[src/rtl/wb_gpio_irq_pkg.sv]
// wb_gpio_irq shared definitions: register map, cycle type,
// byte-lane helper.
package wb_gpio_irq_pkg;

    localparam logic [2:0] ADR_IN   = 3'd0;
    localparam logic [2:0] ADR_OUT  = 3'd1;
    localparam logic [2:0] ADR_DIR  = 3'd2;
    localparam logic [2:0] ADR_EN   = 3'd3;
    localparam logic [2:0] ADR_TYPE = 3'd4;
    localparam logic [2:0] ADR_POL  = 3'd5;
    localparam logic [2:0] ADR_STAT = 3'd6;
    localparam logic [2:0] ADR_RSVD = 3'd7;

    localparam logic [2:0] CTI_CLASSIC = 3'b000;

    function automatic logic [31:0] sel_mask(input logic [3:0] sel);
        logic [31:0] m;
        for (int i = 0; i < 4; i++) begin
            m[8*i +: 8] = {8{sel[i]}};
        end
        return m;
    endfunction

endpackage

[src/rtl/wb_gpio_irq_if.sv]
// Wishbone classic bus bundle for the gpio slave.
// Signal names follow the slave's point of view.
interface wb_gpio_irq_if;

    logic [2:0]  wb_adr_i;
    logic [31:0] wb_dat_i;
    logic [3:0]  wb_sel_i;
    logic        wb_we_i;
    logic        wb_cyc_i;
    logic        wb_stb_i;
    logic [2:0]  wb_cti_i;
    logic [1:0]  wb_bte_i;
    logic [31:0] wb_dat_o;
    logic        wb_ack_o;
    logic        wb_err_o;
    logic        wb_rty_o;

    modport master (
        output wb_adr_i, wb_dat_i, wb_sel_i, wb_we_i,
        output wb_cyc_i, wb_stb_i, wb_cti_i, wb_bte_i,
        input  wb_dat_o, wb_ack_o, wb_err_o, wb_rty_o
    );

    modport slave (
        input  wb_adr_i, wb_dat_i, wb_sel_i, wb_we_i,
        input  wb_cyc_i, wb_stb_i, wb_cti_i, wb_bte_i,
        output wb_dat_o, wb_ack_o, wb_err_o, wb_rty_o
    );

endinterface

[src/rtl/wb_gpio_irq_bit.sv]
// One gpio line: synchroniser, optional debounce (GPIO_DEBOUNCE_EN),
// edge history, event decode and sticky status bit.
module gpio_irq_bit #(
    parameter int SYNC_STAGES = 2
) (
    input  logic clk,
    input  logic rst,
`ifdef GPIO_DEBOUNCE_EN
    input  logic tick,
`endif
    input  logic pad,
    input  logic en,
    input  logic typ,
    input  logic pol,
    input  logic clr,
    output logic in_o,
    output logic stat_o
);

    logic [SYNC_STAGES-1:0] sync;
    logic s_in;
    logic deb;
    logic prev;
    logic ev;

    assign s_in = sync[SYNC_STAGES-1];

    // shift the asynchronous pad through the synchroniser chain
    always_ff @(posedge clk) begin
        if (rst) sync <= '0;
        else     sync <= {sync[SYNC_STAGES-2:0], pad};
    end

`ifdef GPIO_DEBOUNCE_EN
    logic samp;

    // accept a new level only when two tick samples agree
    always_ff @(posedge clk) begin
        if (rst) begin
            samp <= 1'b0;
            deb  <= 1'b0;
        end else if (tick) begin
            samp <= s_in;
            if (samp == s_in) deb <= s_in;
        end
    end
`else
    assign deb = s_in;
`endif

    // edge history tracks always so enabling never sees a stale edge
    always_ff @(posedge clk) begin
        if (rst) prev <= 1'b0;
        else     prev <= deb;
    end

    always_comb begin
        ev = (deb == pol);
        if (typ) ev = pol ? (deb & ~prev) : (~deb & prev);
    end

    // sticky status: a new event wins over a same-cycle clear
    always_ff @(posedge clk) begin
        if (rst) stat_o <= 1'b0;
        else     stat_o <= (stat_o & ~clr) | (ev & en);
    end

    assign in_o = deb;

endmodule

[src/rtl/wb_gpio_irq.sv]
// Wishbone gpio bank with per-bit interrupts.
// Optional input debounce selected by GPIO_DEBOUNCE_EN.
module wb_gpio_irq
    import wb_gpio_irq_pkg::*;
#(
    parameter int WIDTH        = 8,
    parameter int SYNC_STAGES  = 2,
    parameter int DEBOUNCE_DIV = 1000
) (
    input  logic             wb_clk,
    input  logic             wb_rst,
    wb_gpio_irq_if.slave     bus,
    input  logic [WIDTH-1:0] gpio_i,
    output logic [WIDTH-1:0] gpio_o,
    output logic [WIDTH-1:0] gpio_dir_o,
    output logic             irq_o
);

    logic             req;
    logic             rsvd;
    logic             wr;
    logic             ack_q;
    logic             err_q;
    logic             irq_q;
    logic [31:0]      dat_q;
    logic [31:0]      rdata;
    logic [31:0]      mask32;
    logic [WIDTH-1:0] wmask;
    logic [WIDTH-1:0] wdat;
    logic [WIDTH-1:0] out_q;
    logic [WIDTH-1:0] dir_q;
    logic [WIDTH-1:0] en_q;
    logic [WIDTH-1:0] typ_q;
    logic [WIDTH-1:0] pol_q;
    logic [WIDTH-1:0] clr;
    logic [WIDTH-1:0] in_v;
    logic [WIDTH-1:0] stat;
    logic             unused_ok;

    assign req    = bus.wb_cyc_i & bus.wb_stb_i & ~(ack_q | err_q);
    assign rsvd   = (bus.wb_adr_i == ADR_RSVD);
    assign wr     = req & bus.wb_we_i & ~rsvd;
    assign mask32 = sel_mask(bus.wb_sel_i);
    assign wmask  = mask32[WIDTH-1:0];
    assign wdat   = bus.wb_dat_i[WIDTH-1:0];
    assign clr    = (wr && bus.wb_adr_i == ADR_STAT) ? (wdat & wmask) : '0;

    assign unused_ok = ^{bus.wb_cti_i, bus.wb_bte_i, bus.wb_dat_i, mask32};

`ifdef GPIO_DEBOUNCE_EN
    logic [31:0] div_cnt;
    logic        tick;

    assign tick = (div_cnt == 32'(DEBOUNCE_DIV - 1));

    // free-running debounce sample divider
    always_ff @(posedge wb_clk) begin
        if (wb_rst)    div_cnt <= '0;
        else if (tick) div_cnt <= '0;
        else           div_cnt <= div_cnt + 32'd1;
    end
`else
    localparam int unused_div = DEBOUNCE_DIV;
`endif

    // single-cycle ack/err response with data captured at request
    always_ff @(posedge wb_clk) begin
        if (wb_rst) begin
            ack_q <= 1'b0;
            err_q <= 1'b0;
            dat_q <= '0;
        end else begin
            ack_q <= req & ~rsvd;
            err_q <= req & rsvd;
            dat_q <= (req & ~rsvd) ? rdata : '0;
        end
    end

    // control registers, byte-lane masked writes
    always_ff @(posedge wb_clk) begin
        if (wb_rst) begin
            out_q <= '0;
            dir_q <= '0;
            en_q  <= '0;
            typ_q <= '0;
            pol_q <= '0;
        end else if (wr) begin
            case (bus.wb_adr_i)
                ADR_OUT:  out_q <= (out_q & ~wmask) | (wdat & wmask);
                ADR_DIR:  dir_q <= (dir_q & ~wmask) | (wdat & wmask);
                ADR_EN:   en_q  <= (en_q  & ~wmask) | (wdat & wmask);
                ADR_TYPE: typ_q <= (typ_q & ~wmask) | (wdat & wmask);
                ADR_POL:  pol_q <= (pol_q & ~wmask) | (wdat & wmask);
                default: ;
            endcase
        end
    end

    // read mux, bits above WIDTH stay zero
    always_comb begin
        rdata = '0;
        case (bus.wb_adr_i)
            ADR_IN:   rdata[WIDTH-1:0] = in_v;
            ADR_OUT:  rdata[WIDTH-1:0] = out_q;
            ADR_DIR:  rdata[WIDTH-1:0] = dir_q;
            ADR_EN:   rdata[WIDTH-1:0] = en_q;
            ADR_TYPE: rdata[WIDTH-1:0] = typ_q;
            ADR_POL:  rdata[WIDTH-1:0] = pol_q;
            ADR_STAT: rdata[WIDTH-1:0] = stat;
            default: ;
        endcase
    end

    // aggregated interrupt, registered toward the core
    always_ff @(posedge wb_clk) begin
        if (wb_rst) irq_q <= 1'b0;
        else        irq_q <= |(stat & en_q);
    end

    for (genvar g = 0; g < WIDTH; g++) begin : g_bit
        gpio_irq_bit #(
            .SYNC_STAGES (SYNC_STAGES)
        ) u_bit (
            .clk    (wb_clk),
            .rst    (wb_rst),
`ifdef GPIO_DEBOUNCE_EN
            .tick   (tick),
`endif
            .pad    (gpio_i[g]),
            .en     (en_q[g]),
            .typ    (typ_q[g]),
            .pol    (pol_q[g]),
            .clr    (clr[g]),
            .in_o   (in_v[g]),
            .stat_o (stat[g])
        );
    end

    assign bus.wb_dat_o = dat_q;
    assign bus.wb_ack_o = ack_q;
    assign bus.wb_err_o = err_q;
    assign bus.wb_rty_o = 1'b0;
    assign gpio_o       = out_q;
    assign gpio_dir_o   = dir_q;
    assign irq_o        = irq_q;

endmodule

[src/flat_wrapper.sv]
// flat-port wrapper written by rule: the top's interface ports become plain ports
module wb_gpio_irq_flat import wb_gpio_irq_pkg::*;
#(
    parameter int WIDTH        = 8,
    parameter int SYNC_STAGES  = 2,
    parameter int DEBOUNCE_DIV = 1000
)
  (wb_clk, wb_rst, gpio_i, gpio_o, gpio_dir_o, irq_o, bus_wb_adr_i, bus_wb_dat_i, bus_wb_sel_i, bus_wb_we_i, bus_wb_cyc_i, bus_wb_stb_i, bus_wb_cti_i, bus_wb_bte_i, bus_wb_dat_o, bus_wb_ack_o, bus_wb_err_o, bus_wb_rty_o);
  wb_gpio_irq_if bus_i ();
  input  logic wb_clk;
  input  logic wb_rst;
  input  logic [WIDTH-1:0] gpio_i;
  output logic [WIDTH-1:0] gpio_o;
  output logic [WIDTH-1:0] gpio_dir_o;
  output logic irq_o;
  input wire logic [$bits(bus_i.wb_adr_i)-1:0] bus_wb_adr_i;
  input wire logic [$bits(bus_i.wb_dat_i)-1:0] bus_wb_dat_i;
  input wire logic [$bits(bus_i.wb_sel_i)-1:0] bus_wb_sel_i;
  input wire logic [$bits(bus_i.wb_we_i)-1:0] bus_wb_we_i;
  input wire logic [$bits(bus_i.wb_cyc_i)-1:0] bus_wb_cyc_i;
  input wire logic [$bits(bus_i.wb_stb_i)-1:0] bus_wb_stb_i;
  input wire logic [$bits(bus_i.wb_cti_i)-1:0] bus_wb_cti_i;
  input wire logic [$bits(bus_i.wb_bte_i)-1:0] bus_wb_bte_i;
  output wire logic [$bits(bus_i.wb_dat_o)-1:0] bus_wb_dat_o;
  output wire logic [$bits(bus_i.wb_ack_o)-1:0] bus_wb_ack_o;
  output wire logic [$bits(bus_i.wb_err_o)-1:0] bus_wb_err_o;
  output wire logic [$bits(bus_i.wb_rty_o)-1:0] bus_wb_rty_o;
  assign bus_i.wb_adr_i = bus_wb_adr_i;
  assign bus_i.wb_dat_i = bus_wb_dat_i;
  assign bus_i.wb_sel_i = bus_wb_sel_i;
  assign bus_i.wb_we_i = bus_wb_we_i;
  assign bus_i.wb_cyc_i = bus_wb_cyc_i;
  assign bus_i.wb_stb_i = bus_wb_stb_i;
  assign bus_i.wb_cti_i = bus_wb_cti_i;
  assign bus_i.wb_bte_i = bus_wb_bte_i;
  assign bus_wb_dat_o = bus_i.wb_dat_o;
  assign bus_wb_ack_o = bus_i.wb_ack_o;
  assign bus_wb_err_o = bus_i.wb_err_o;
  assign bus_wb_rty_o = bus_i.wb_rty_o;
  wb_gpio_irq #(.WIDTH(WIDTH), .SYNC_STAGES(SYNC_STAGES), .DEBOUNCE_DIV(DEBOUNCE_DIV)) u_core (.wb_clk(wb_clk), .wb_rst(wb_rst), .bus(bus_i), .gpio_i(gpio_i), .gpio_o(gpio_o), .gpio_dir_o(gpio_dir_o), .irq_o(irq_o));
endmodule
[config.mk]
export PLATFORM = sky130hd
export DESIGN_NAME = wb_gpio_irq_flat
export DESIGN_NICKNAME = d
export VERILOG_FILES = /design/src/rtl/wb_gpio_irq_pkg.sv /design/src/rtl/wb_gpio_irq_if.sv /design/src/rtl/wb_gpio_irq_bit.sv /design/src/rtl/wb_gpio_irq.sv /design/src/flat_wrapper.sv
export SDC_FILE = /design/constraint.sdc
export NUM_CORES = 1
export LEC_CHECK = 0
export ABC_AREA = 1
export ABC_CLOCK_PERIOD_IN_PS = 2500
export CORE_AREA = 2 2 120 122
export CTS_BUF_LIST = sky130_fd_sc_hd__clkbuf_8
export DETAILED_ROUTE_END_ITERATION = 7
export DIE_AREA = 0 0 122 124
export GPL_ROUTABILITY_DRIVEN = 0
export SLEW_MARGIN = 0
export SYNTH_ARGS = -nofsm -noshare
export SYNTH_HDL_FRONTEND = slang
export SYNTH_SLANG_ARGS = --single-unit
[constraint.sdc]
create_clock -name wb_clk -period 2.5 [get_ports wb_clk]
set_clock_uncertainty 0.15 [all_clocks]
set_input_delay 0.375 -clock wb_clk [delete_from_list [all_inputs] [get_ports wb_clk]]
set_output_delay 0.375 -clock wb_clk [all_outputs]
set_load 0.02 [all_outputs]
==> results of run 1 <==
==> logic make-up (layout without fill, tap and decap cells) <==
group / count (synthesis) / in the layout / synth area share
other: 1 / 25 / 0.0009205
buffers and inverters: 119 / 140 / 0.1526
AOI/OAI and AO/OA: 69 / 69 / 0.08538
and+or+nand+nor: 323 / 323 / 0.3532
DFF: 83 / 83 / 0.4079
==> metal layers <==
layer	GRT usage	wire (um)	share of wire	vias to the layer above
met3	0.03434	574	0.056	8
met1	0.1851	4664	0.45	1715
met2	0.2297	4961	0.48	93
met5	0	0	0	-
li1	-	-	-	1944
met4	0.03879	75	0.0073	0
==> where the power goes <==
part           internal, W  switching [W]
logic            0.0000891       0.000188
registers          0.00134      0.0000130
clock network     0.000540       0.000474
total              0.00197       0.000675
==> placed cells by master (no fill, tap or decap), types with 2 or more instances in the layout <==
| cell | count |
|---|---|
| nand2_1 | 112 |
| nor2_1 | 106 |
| dfxtp_1 | 83 |
| nand3_1 | 62 |
| a21oi_1 | 56 |
| inv_1 | 52 |
| clkdlybuf4s50_1 | 51 |
| nand4_1 | 35 |
| conb_1 | 25 |
| buf_4 | 13 |
| o21ai_0 | 12 |
| clkbuf_8 | 12 |
| inv_2 | 3 |
| nor3_4 | 3 |
| buf_12 | 3 |
| nand3_2 | 2 |
| inv_4 | 2 |
| clkinvlp_4 | 2 |
==> per-stage QoR <==
stage               setup WS [ns]    util  hold WS [ns]  total power [W]
floorplan                   1.042       -        0.2383         0.001598
global placement           0.1807  0.3393        0.2429         0.001664
detailed placement         0.1356  0.3393        0.2434         0.001664
CTS                        0.5154  0.3549        0.2540         0.002678
global route               0.3367  0.3549        0.2753         0.002768
finish                     0.4864  0.3549        0.2531         0.002647
==> worst max-delay path by stage <==
stage | endpoint | slack (ns) | cells past startpoint | from
after floorplan | register | 1.04 | 8 | bus_wb_adr_i[2]
after global placement | u_core.bus.wb_dat_o[7]$_SDFF_PP0_ | 0.18 | 6 | bus_wb_adr_i[0]
after detailed placement | u_core.bus.wb_dat_o[5]$_SDFF_PP0_ | 0.14 | 6 | bus_wb_adr_i[0]
after CTS | u_core.bus.wb_dat_o[5]$_SDFF_PP0_ | 0.52 | 6 | bus_wb_adr_i[0]
after global routing | u_core.bus.wb_dat_o[5]$_SDFF_PP0_ | 0.34 | 6 | bus_wb_adr_i[0]
final | u_core.bus.wb_dat_o[5]$_SDFF_PP0_ | 0.49 | 6 | bus_wb_adr_i[0]
==> worst max-delay path: cells and delay by family <==
kind            cells  cell delay, ns
compound gates      2            0.45
buf+inv             2            0.83
simple gates        2            0.48
==> final cells by class <==
type | count | area, sq um | area share
repair buffers | 67 | 668.1 | 0.1372
clock buffers | 12 | 165.2 | 0.03392
clock inverters | 4 | 48.80 | 0.01002
well taps | 180 | 225.2 | 0.04626
flip-flops and latches | 83 | 1662 | 0.3413
multi-input cells | 417 | 1881 | 0.3863
inverters | 57 | 219.0 | 0.04498
==> flow_summary.toml, run 1 <==
[final_layout]
drive_gt1_frac = 0.06719
area_growth_pct = 19.50
nets = 692
n_antenna_cell = 0
fillers = 1511
layoutNonFillerInstCount = 820
design_area_sq_um = 4868

[yosys]
yosysUniqueCellTypes = 23
netlist_area_sq_um = 4074
synth_edf_count = 0
synth_most_common_cell = "nand2_1"
synth_top_cells_by_count = "112 x nand2_1, 106 x nor2_1, 83 x dfxtp_1"
synth_area_leader_cell = "dfxtp_1"
ys.flop_type = "dfxtp_1"
synthTopCellsByArea = "dfxtp_1 41%, nand2_1 10%, nor2_1 9.8%"
postSynthCellCount = 595
async_reset_ff_frac = 0
synth-seq-cells = 83
yosys_warnings = 0
synth-seq-area-share = 0.4079
synth_area_per_cell_sq_um = 6.847
synth_top_area_frac = 0.4079

[clock_network]
cts_resized = 0
tritoncts = "built"
post_cts_buffers = 0
cts-htree-levels = 3
numCtsBuffers = 9
clk_latency_ns = 0.36
cts_buffer_depth = 2
cts.sinks = 83
root_buffer = "clkbuf_8"
path_clk_slew_ns = 0.08
hold_buffers = 0

[placement]
port_buffers = 51
dp_cells = 804
post_dp_cell_area_sq_um = 4654
dp_hpwl_mm = 6.945

[setup_path]
worstPathRequired_ns = 2.63
timing.rr.end = "u_core.bus.wb_dat_o[3]$_SDFF_PP0_"
worst_path_max_delay_cell = "clkdlybuf4s50_1"
reg2regPathDepth = 3
crit_type = "input pin to register"
startpoint_type = "input pin"
cp.arrival_ns = 2.14
crit_path_cell_trace = "clkdlybuf4s50_1 -> inv_4 -> nand3_1 -> o21ai_0 -> nor2_1 -> a21oi_1"
reg2reg_slack_ns = 0.89
max_stage_delay_ns = 0.56
cp-end-kind = "register"
reg2reg_from = "u_core.bus.wb_err_o$_SDFF_PP0_"
cp_max_fo = 16

[timing]
min_period_over_period = 0.8054
slew_viol_final = 0
max-slew-margin-rel = 0.6079
finalSetupTns_ns = 0
worst_pin_slew_ns = 0.5863
grt_setup_unrepaired = "false"
finalHoldViolations = 0
post-route-min-period_ns = 2.014
setup_viol = 0
clock.fmax_mhz = 496.6

[floorplan]
rows = 43
initial_core_util = 0.2969
dieArea_sq_um = 15130
die_h_um = 124
ios = 109
fp.dieW_um = 122
core_sq_um = 13720

[routing]
num_vias = 3760
avgRoutedWirePerCell_um = 12.53
dr.pass1.iters = 5
ant_nets = 0
finalWirelength_mm = 10.28
viasPerCell = 4.585
remaining_drc_errors = 0
initialDrtViolationCount = 357

[hold_path]
worstHoldStart = "u_core.g_bit[4].u_bit.sync[0]$_SDFF_PP0_"
hold_depth = 2
min_to = "u_core.g_bit[4].u_bit.sync[1]$_SDFF_PP0_"
min_path_type = "register to register"

[power]
ir_worst_vdd_mv = 0.3239
p_per_area_nw_per_um2 = 543.6
leakage_nw = 1.918

[global_routing]
grt_pass1_vias = 3486
antenna_found_initial = 0
overflow = 0
grt.total_usage = 0.1406
grt_pass1_wl_mm = 16.78
grt_max_degree = 89

[job]
cap_violations = 0

[status]
status = "finished clean"
(Power assumes the default switching activity.)
==> inputs of run 2 (changes only) <==
ABC_CLOCK_PERIOD_IN_PS = 2100   (was 2500)
clock period = 2.1 ns   (was 2.5 ns; I/O delays follow)
==> flow_summary.toml, run 2 (synthesized netlist as in run 1, its figures left out) <==
[final_layout]
nets = 704
area_growth_pct = 21.01
most-common-layout-cells = "112 x nand2_1, 106 x nor2_1, 83 x dfxtp_1"
layoutNonFillerInstCount = 830
n_antenna_cell = 0
final_common_cell = "nand2_1"
drive_gt1_frac = 0.08154

[setup_path]
cp.arrival_ns = 1.38
cp-end-kind = "output port"
worst_path_max_delay_cell = "clkdlybuf4s50_1"
reg2reg_from = "u_core.bus.wb_err_o$_SDFF_PP0_"
cp_num_buf_inv = 1
crit_type = "register to output port"
max_stage_delay_ns = 0.63
worstPathRequired_ns = 1.63
crit_path_cell_trace = "clkdlybuf4s50_1"
startpoint_type = "register"
reg2regPathDepth = 7
path_delay_family = "buffers and inverters"
cp_max_fo = 3
reg2reg_slack_ns = 0.63

[routing]
viasPerCell = 4.575
num_vias = 3797
avgRoutedWirePerCell_um = 12.71
dr.pass1.iters = 6
ant_nets = 0
initialDrtViolationCount = 217
finalWirelength_mm = 10.55
remaining_drc_errors = 0

[floorplan]
ios = 109
initial_core_util = 0.2969
fp.dieW_um = 122
dieArea_sq_um = 15130
rows = 43
core_sq_um = 13720
die_h_um = 124

[timing]
timing.hold.ws_ns = 0.2525
post-route-min-period_ns = 1.849
finalHoldViolations = 0
min_period_over_period = 0.8805
finalSetupTns_ns = 0
setup_viol = 0
clock.fmax_mhz = 540.8
slew_viol_final = 0
grt_setup_unrepaired = "false"

[global_routing]
antenna_found_initial = 0
grt_pass1_wl_mm = 17.03
overflow = 0
grt_max_degree = 51
grt_pass1_vias = 3362
grt.total_usage = 0.1441

[clock_network]
clk_latency_ns = 0.36
path_clk_slew_ns = 0.08
tritoncts = "built"
post_cts_buffers = 0
cts_buffer_depth = 2
numCtsBuffers = 9
cts.sinks = 83
hold_buffers = 0
cts-htree-levels = 3
cts_resized = 0
root_buffer = "clkbuf_8"

[power]
switching_share = 0.2726
p_per_area_nw_per_um2 = 592.6
leakage_nw = 1.967
p_total_w = 0.002921
netSwitchingPower_w = 0.0007963
ir_worst_vdd_mv = 0.2869
p_seq_frac = 0.553
clockPowerShare = 0.327
power.internal_w = 0.002125
p_comb_frac = 0.121

[hold_path]
min_to = "u_core.g_bit[4].u_bit.sync[1]$_SDFF_PP0_"
hold_depth = 2
worstHoldStart = "u_core.g_bit[4].u_bit.sync[0]$_SDFF_PP0_"
min_path_type = "register to register"

[status]
status = "finished clean"

[job]
cap_violations = 0

[placement]
dp_cells = 816
dp_hpwl_mm = 7.410
port_buffers = 51
## run 2: changes by cell type in the layout (fill, tap and decap cells not counted), sizes merged
cell	change
buf	+12
clkinv	+4
clkbuf	-3
clkinvlp	-2
bufinv	-1
## run 2: area by class of cell
class / count / area [sq um]
inverters: 57 / 219.0
well taps: 180 / 225.2
clock buffers: 9 / 123.9
multi-input cells: 417 / 1881
fillers: 1517 / 8790
clock inverters: 5 / 23.77
repair buffers: 79 / 795.8
flip-flops and latches: 83 / 1662
## run 2: power by group through the flow
| stage | Combinational, W | Sequential, W | Clock [W] |
|---|---|---|---|
| floorplan | 0.000252 | 0.00165 | 0 |
| finish | 0.000353 | 0.00161 | 0.000954 |
| detailed placement | 0.000353 | 0.00165 | 0 |
| global route | 0.000388 | 0.00162 | 0.00104 |
| global placement | 0.000352 | 0.00165 | 0 |
| CTS | 0.000354 | 0.00161 | 0.000987 |
## run 2: worst register-to-register path: cells and delay by family, from the launching register on
family,cells,cell delay (ns)
and+or+nand+nor,6,0.66
buffers and inverters,1,0.24
DFF,1,0.32
## run 2: routing by layer
| layer | vias up | track usage | share of wire |
|---|---|---|---|
| met2 | 100 | 0.2221 | 0.45 |
| met1 | 1718 | 0.1992 | 0.48 |
| met5 | - | 0 | 0 |
| met3 | 8 | 0.04075 | 0.052 |
| li1 | 1971 | - | - |
| met4 | 0 | 0.03448 | 0.0091 |
## run 2: worst max path at each step
stage	from	endpoint	slack [ns]	depth (start not counted)
floorplan	bus_wb_adr_i[2]	register	0.70	8
global placement	bus_wb_adr_i[0]	register	-0.008	7
detailed placement	bus_wb_adr_i[0]	register	-0.02	7
CTS	register	gpio_o[2]	0.23	1
global route	register	gpio_dir_o[1]	0.21	1
finish	register	gpio_o[2]	0.25	1
## run 2: stage by stage
stage	area [sq um]	setup WS (ns)	utilization
floorplan	4164	0.7015	-
global placement	4782	-0.008325	0.3486
detailed placement	4782	-0.01878	0.3486
CTS	4930	0.2346	0.3593
global route	4930	0.2115	0.3593
finish	4930	0.2509	0.3593
